$ cat config.mk
export PLATFORM = sky130hd
export DESIGN_NAME = id_ex_hazard_stage
export DESIGN_NICKNAME = d
export VERILOG_FILES = /design/src/rtl/id_ex_hazard_stage.sv
export SDC_FILE = /design/constraint.sdc
export NUM_CORES = 1
export LEC_CHECK = 0
export CORE_MARGIN = 1
export CORE_UTILIZATION = 40
export DETAILED_ROUTE_END_ITERATION = 8
export PLACE_DENSITY_LB_ADDON = 0.2
export SLEW_MARGIN = 20
export SYNTH_ARGS = -nofsm -noshare
export SYNTH_HDL_FRONTEND = slang
export SYNTH_SLANG_ARGS = --single-unit
$ cat constraint.sdc
create_clock -name clk -period 3.97 [get_ports clk]
set_input_delay 0.794 -clock clk [delete_from_list [all_inputs] [get_ports clk]]
set_output_delay 0.794 -clock clk [all_outputs]
set_load 0.005 [all_outputs]
$ cat src/rtl/id_ex_hazard_stage.sv
// -----------------------------------------------------------------------------
// id_ex_hazard_stage
//   ID/EX pipeline register with load-use hazard detection for the RV32IF core.
//   A load-use dependency inserts one bubble. A busy multi-cycle EX op (FPU
//   div/sqrt) freezes the stage. A branch/jump flush squashes it. Bubbles and
//   flushes clear only the control fields. The data fields, rs1 and rs2 keep
//   their old value so the operand buses do not toggle.
//
// Ports
//   clk, rst_n                 core clock, asynchronous active-low reset
//   id_*                       decode-slot instruction (valid, pc, opcode,
//                              indices, operands, immediate, control bits)
//   ex_busy                    multi-cycle EX op not finished
//   flush                      branch/jump redirect from EX
//   id_ex_*                    registered instruction; feeds EX and forwarding
//   stall                      combinational; freezes PC and IF/ID
//   hz_state                   debug state: 0 RUN, 1 BUBBLE, 2 HOLD
//   stall_cycles               saturating count of cycles with stall=1
// -----------------------------------------------------------------------------
module id_ex_hazard_stage #(
  parameter int XLEN  = 32,
  parameter int CNT_W = 16
) (
  input  logic             clk,
  input  logic             rst_n,
  input  logic             id_valid,
  input  logic [XLEN-1:0]  id_pc,
  input  logic [6:0]       id_opcode,
  input  logic [4:0]       id_rs1,
  input  logic [4:0]       id_rs2,
  input  logic [4:0]       id_rd,
  input  logic [XLEN-1:0]  id_rs1_data,
  input  logic [XLEN-1:0]  id_rs2_data,
  input  logic [XLEN-1:0]  id_imm,
  input  logic             id_reg_write,
  input  logic             id_mem_read,
  input  logic             id_mem_write,
  input  logic             ex_busy,
  input  logic             flush,
  output logic             id_ex_valid,
  output logic             id_ex_reg_write,
  output logic             id_ex_mem_read,
  output logic             id_ex_mem_write,
  output logic [6:0]       id_ex_opcode,
  output logic [4:0]       id_ex_rs1,
  output logic [4:0]       id_ex_rs2,
  output logic [4:0]       id_ex_rd,
  output logic [XLEN-1:0]  id_ex_pc,
  output logic [XLEN-1:0]  id_ex_rs1_data,
  output logic [XLEN-1:0]  id_ex_rs2_data,
  output logic [XLEN-1:0]  id_ex_imm,
  output logic             stall,
  output logic [1:0]       hz_state,
  output logic [CNT_W-1:0] stall_cycles
);

  typedef enum logic [1:0] {
    RUN    = 2'd0,
    BUBBLE = 2'd1,
    HOLD   = 2'd2
  } hz_state_t;

  localparam logic [6:0] OP_JAL    = 7'b1101111;
  localparam logic [6:0] OP_LUI    = 7'b0110111;
  localparam logic [6:0] OP_AUIPC  = 7'b0010111;
  localparam logic [6:0] OP_R      = 7'b0110011;
  localparam logic [6:0] OP_STORE  = 7'b0100011;
  localparam logic [6:0] OP_BRANCH = 7'b1100011;

  hz_state_t state_q, state_d;
  logic      uses_rs1, uses_rs2, load_use;

  // Decide which source fields are real register reads. The rs1/rs2 bit
  // fields of other formats hold immediate bits and must not cause a stall.
  // NOTE: every always_comb output gets a default first, so no latch is inferred.
  always_comb begin
    uses_rs1 = 1'b1;
    uses_rs2 = 1'b0;
    if (id_opcode == OP_JAL || id_opcode == OP_LUI || id_opcode == OP_AUIPC)
      uses_rs1 = 1'b0;
    if (id_opcode == OP_R || id_opcode == OP_STORE || id_opcode == OP_BRANCH)
      uses_rs2 = 1'b1;
  end

  // A bubble has mem_read=0, so it cannot trigger this again. After a HOLD the
  // held load is still in ID/EX, so the check runs again in the release cycle.
  assign load_use = id_valid && id_ex_valid && id_ex_mem_read &&
                    (id_ex_rd != 5'd0) &&
                    (((id_ex_rd == id_rs1) && uses_rs1) ||
                     ((id_ex_rd == id_rs2) && uses_rs2));

  // Gated by rst_n so a busy FPU cannot hold the front end while in reset.
  assign stall = rst_n && !flush && (ex_busy || load_use);

  always_comb begin
    state_d = RUN;
    if (flush)         state_d = RUN;
    else if (ex_busy)  state_d = HOLD;
    else if (load_use) state_d = BUBBLE;
  end

  // NOTE: sequential state uses non-blocking assignments only.
  always_ff @(posedge clk or negedge rst_n) begin
    if (!rst_n) state_q <= RUN;
    else        state_q <= state_d;
  end

  assign hz_state = state_q;

  // Control fields: cleared by a flush or a bubble, frozen while EX is busy.
  always_ff @(posedge clk or negedge rst_n) begin
    if (!rst_n) begin
      id_ex_valid     <= 1'b0;
      id_ex_reg_write <= 1'b0;
      id_ex_mem_read  <= 1'b0;
      id_ex_mem_write <= 1'b0;
      id_ex_opcode    <= 7'd0;
      id_ex_rd        <= 5'd0;
    end else if (flush || (!ex_busy && load_use)) begin
      id_ex_valid     <= 1'b0;
      id_ex_reg_write <= 1'b0;
      id_ex_mem_read  <= 1'b0;
      id_ex_mem_write <= 1'b0;
      id_ex_opcode    <= 7'd0;
      id_ex_rd        <= 5'd0;
    end else if (!ex_busy) begin
      id_ex_valid     <= id_valid;
      id_ex_reg_write <= id_reg_write;
      id_ex_mem_read  <= id_mem_read;
      id_ex_mem_write <= id_mem_write;
      id_ex_opcode    <= id_opcode;
      id_ex_rd        <= id_rd;
    end
  end

  // Data fields: loaded only on a normal capture, so they do not toggle on
  // bubbles or flushes.
  // NOTE: these plain flops are reset on purpose; downstream may sample them
  // before the first valid instruction, so they must start at 0.
  always_ff @(posedge clk or negedge rst_n) begin
    if (!rst_n) begin
      id_ex_rs1      <= 5'd0;
      id_ex_rs2      <= 5'd0;
      id_ex_pc       <= '0;
      id_ex_rs1_data <= '0;
      id_ex_rs2_data <= '0;
      id_ex_imm      <= '0;
    end else if (!flush && !ex_busy && !load_use) begin
      id_ex_rs1      <= id_rs1;
      id_ex_rs2      <= id_rs2;
      id_ex_pc       <= id_pc;
      id_ex_rs1_data <= id_rs1_data;
      id_ex_rs2_data <= id_rs2_data;
      id_ex_imm      <= id_imm;
    end
  end

  // Counter stops at all-ones instead of wrapping.
  always_ff @(posedge clk or negedge rst_n) begin
    if (!rst_n)
      stall_cycles <= '0;
    else if (stall && (stall_cycles != {CNT_W{1'b1}}))
      stall_cycles <= stall_cycles + 1'b1;
  end

endmodule

; ---- Yosys cells after proc, flatten, opt, wreduce, memory -nomap -nowiden
; Index checks and enable logic that the tools add are counted.
[word_totals]
reg_bits = 172
input_bits = 158
rom_bits = 0
output_inout_bits = 173
wordCells = 65
n_memories = 0
latchBits = 0
mem_bits_rw = 0
[classes]
n_mul = 0
reduce_logical = 23
eq_ne = 10
n_lt_le_gt_ge = 0
div = 0
add_sub_neg = 1
shifts = 0
n_bitwise = 0
muxes = 17
[ops]
columns = operator, n
row1 = == test 7 x 6 -> 1 bit (second input constant), 3
row2 = adder 16 x 1 -> 16 bit (second input constant), 1
row3 = != test 16 bit (second input constant), 1
row4 = == test 7 bit (second input constant), 2
row5 = two-way mux 7 bit, 2
row6 = logical AND 1 bit, 12
row7 = two-way mux 1 bit, 11
row8 = == test 5 bit, 2
row9 = two-way mux 5 bit, 2
row10 = == test 7 x 5 -> 1 bit (second input constant), 1
row11 = logical OR 1 bit, 7
row12 = nonzero test 5 bit, 1
row13 = two-way mux 2 bit, 2
row14 = logical NOT 1 bit, 3
row15 = != test 2 x 1 -> 1 bit (second input constant), 1

; ---- Logic depth before layout (Yosys ltp)
[logic_depth]
depth_word = 10
ltp_mapped = 9
ltp_nobuf = 7

; ---- Worst setup path before layout
; No wires, ideal clock.
[synth_timing]
path_type = input -> output
start = input port id_opcode[3]
end = output port stall
required_time_ns = 3.176
n_path_buf = 0
path_stages = 5
path_slack_ns = 1.389
arrival_ns = 1.787
cell_sequence = nor3b_1 o2111ai_1 and4_1 nor3_1 nor2_1
[synth_between]
elab_chain_len = 9
word_cells_on_any_way = 18
cone_classes = eq/ne: 6 / mux: 2 / reduce/logical: 10
[synth_lines]
columns = element, line_no
row1 = from (decl), 28  ; input logic [6:0] id_opcode,
row2 = "== test 7 bit, or another cell as far along", 79  ; if (id_opcode == OP_JAL || id_opcode == OP_LUI || id_opcode == OP_AUIPC)
row3 = logical OR 1 bit (on tied branches) (2 in a row), "79, 81"
row4 = two-way mux 1 bit (on tied branches), "79, 81"
row5 = logical AND 1 bit (on tied branches), "89, 90"
row6 = logical OR 1 bit *, 89  ; (((id_ex_rd == id_rs1) && uses_rs1) ||
row7 = logical AND 1 bit *, 88  ; (id_ex_rd != 5'd0) &&
row8 = logical OR 1 bit *, 93  ; assign stall = rst_n && !flush && (ex_busy || load_use);
row9 = logical AND 1 bit *, 93
row10 = to (decl), 52  ; output logic stall,
; Mark *: on every way between the ends. The rest lies on a longest branch, timed or not.

; ---- Worst setup path in the final report
[layout_timing]
start = input port id_opcode[5]
end = output port stall
; Same word-level chain as after synthesis.

==> results.md <==
- First-pass GRT wire length: 29800 um
- Fin crit period: 3670 ps
- Crit-path cells: clkdlybuf4s50_1 -> nor3b_1 -> nand4_1 -> nor4_2 -> nor3_2 -> nor2_1 -> clkdlybuf4s50_1
- Async S/R FF share, synth: 100%
- Post-CTS Setup Repair Bufs: 0
- Achievable frequency: 272 MHz
- Slew Limit Fails: 0
- Final Cell Area: 11100 um^2
- Placed Area: 10500 um^2
- WP buf/inv: 2
- Yosys cell types: 35
- CTS Root Cell: clkbuf_16
- Clock Latency Late Sink: 420 ps
- # H-tree levels: 4
- Vias per cell: 4.86
- Routed length per instance: 18.9 um
- GP Congestion: 0.860
- Clock Skew: 10.5 ps
- Num ports: 331
- Slowest stage cell, crit path: clkdlybuf4s50_1
- PwrDens: 452 nW/um^2
- RSZ-0062 raised after global routing: false
- Std cell rows: 47
- Peak per-stage delay on the critical path: 530 ps
- Final ANT Viol Nets: 0
- Vias in the first global route: 5295
- Hold Crit Class: in2async
- Setup Viol. Count Final: 0
- Max clock buf depth: 2
- Most frequent CP cell: clkdlybuf4s50_1
- Synthesized area per cell: 16.0 um^2
- First-pass DRT Iterations: 4
- EDFF count, synth: 0
- Initial antenna violation count: 0
- Worst slew pin tran: 915 ps
- Status: finished, final reports clean
- DRT iter0 DRCs: 178
- CP top delay family: buffers and inverters
- WS Path Type: in2out
- IO Port Bufs: 330
- Clock sinks: 172
- Yosys reg bits: 172
- Drt drc: 0
- CTS tree: yes
- Largest net degree at the start of global routing: 84
- Sequential area share after synthesis: 62.3%
- Leak pwr: 4.68 nW
- Setup crit start kind: input pin
- Placed Cells: 972
- Die height: 133 um
- Fin cells: 1004
- CP Data Arrival Time: 2880 ps
- Die Footprint: 17800 um^2
- VDD IR max: 0.278 mV
- Most common cell after layout, fill and taps aside: clkdlybuf4s50_1
- Gr usage total: 22.0%
- CP Max Fanout: 7
- Setup TNS: 0 ps
- Synth-to-layout area growth: 60.8%
- HPWL after DPL: 14200 um
- Synthesized net count: 591
- Via count: 4882
- Nets: 930
- Yosys warnings: 0
- Worst rel slew slack: 39.0%
- Share of cells above drive strength 1: 23.2%
- Cell count after synthesis: 432
- Ys flop type: dfrtp_1
- Overflow after GRT: 0
- CTS Buf Count: 17
- Synthesized area: 6910 um^2
- Fillers: 1240
- Die W: 133 um
- Worst R2R Setup Slack: 1520 ps
- Antenna Cells: 0
- Hold Vio Cnt, Final: 0
- Part of the cycle the worst path needs: 92.5%
- Clock-pin slew on the worst setup and hold paths: 70 ps
- Reg area: 4300 um^2
- Area occupied by multi-input gates: 2470 um^2
- Area of the core: 16700 um^2
- Routed WL: 18900 um
- CP Capture Type: output pin
- Commonest non-fill, non-tap cells in the layout: clkdlybuf4s50_1, dfrtp_1, mux2_2, mux2_4, clkbuf_16
- Max Cap Viol: 0
- Data required, critical path: 3180 ps
- Initial Util: 41.3%
worst reg2reg max path: cells and delay by family (launching register included):
kind                   cells  cell delay [ps]
AO/OA/AOI/OAI              1              200
XOR/XNOR                   1              190
buffers and inverters      1              300
flip-flops                 1              510
multiplexers               1              390
AND/OR/NAND/NOR            3              740
where the power goes:
part / switching, mW / internal [mW]
Clock: 0.690 / 1.08
Combinational: 0.327 / 0.774
Sequential: 0.157 / 1.99
Total: 1.17 / 3.84
metal layers:
| layer | wire length [um] | share of wire (%) | up-vias | GRT usage (%) |
|---|---|---|---|---|
| li1 | - | - | 2230 | - |
| met3 | 1400 | 7.4 | 26 | 7.00 |
| met4 | 397 | 2.1 | 0 | 7.39 |
| met5 | 0 | 0 | - | 0 |
| met2 | 9820 | 52 | 207 | 37.9 |
| met1 | 7330 | 39 | 2419 | 25.8 |
sequential cells by signal (all words and copies together) (netlist names), 2 cells and up:
register / flops
stall_cycles: 16
id_ex_imm: 32
id_ex_pc: 32
id_ex_opcode: 7
id_ex_rd: 5
id_ex_rs1_data: 32
id_ex_rs2: 5
hz_state: 2
id_ex_rs1: 5
id_ex_rs2_data: 32
Yosys cell counts (2+ instances only):
library cell / count / area, um^2
dfrtp_1: 172 / 4300
mux2_2: 96 / 1080
mux2_4: 44 / 661
a22o_1: 16 / 140
xnor2_1: 12 / 105
xor2_1: 11 / 96.3
buf_2: 9 / 45.0
nand4_1: 9 / 56.3
buf_6: 7 / 78.8
nand2_1: 6 / 22.5
nor2_1: 6 / 22.5
nor3_1: 6 / 30.0
nand3_1: 5 / 25.0
and2_1: 4 / 25.0
and3_1: 3 / 18.8
and4_1: 3 / 26.3
nor3b_1: 3 / 22.5
inv_1: 2 / 7.51
nand2b_1: 2 / 12.5
cells by family (layout without fill, tap and decap cells):
group                    count (synthesis)  count (layout)  synth area share (%)
AO/OA/AOI/OAI                           26              26                  3.12
adder cells (fa/ha/maj)                  1               1                 0.181
multiplexers                           140             140                  25.2
flip-flops                             172             172                  62.3
AND/OR/NAND/NOR                         51              51                  4.28
XOR/XNOR                                23              23                  2.92
buffers and inverters                   19             371                  1.96
path summary, 6_finish.rpt:
check	startpoint	to	depth (start not counted)
max	id_opcode[5]	stall	7
min	rst_n	id_ex_rs2_data[30]	1
max reg2reg	id_ex_rd[2]	id_ex_pc[3]	7
min reg2reg	stall_cycles[5]	stall_cycles[5]	1
max in group asynchronous	rst_n	id_ex_rs2_data[7]	2
min in group clk	stall_cycles[5]	stall_cycles[5]	1
area by class of cell:
class | count | area share, %
inverters | 2 | 0.0676
multi-input cells | 241 | 22.3
clock buffers | 20 | 4.02
flip-flops and latches | 172 | 38.8
clock inverters | 12 | 1.66
well taps | 220 | 2.48
repair buffers | 337 | 30.7
timing repair:
action	CTS	global route
hold buffers	0	0
setup endpoints to repair	0	1
resized for setup	0	1
per-stage QoR:
stage	util, %	hold slack, ps	total power [mW]	worst slack, ps
final	66.5	196	5.02	298
after global routing	66.5	184	5.23	152
after CTS	66.4	183	5.08	142
after floorplan	-	481	2.50	1390
after global placement	62.6	482	3.26	227
after detailed placement	62.6	489	3.29	163
No activity file was read; power rests on OpenSTA's default activity.
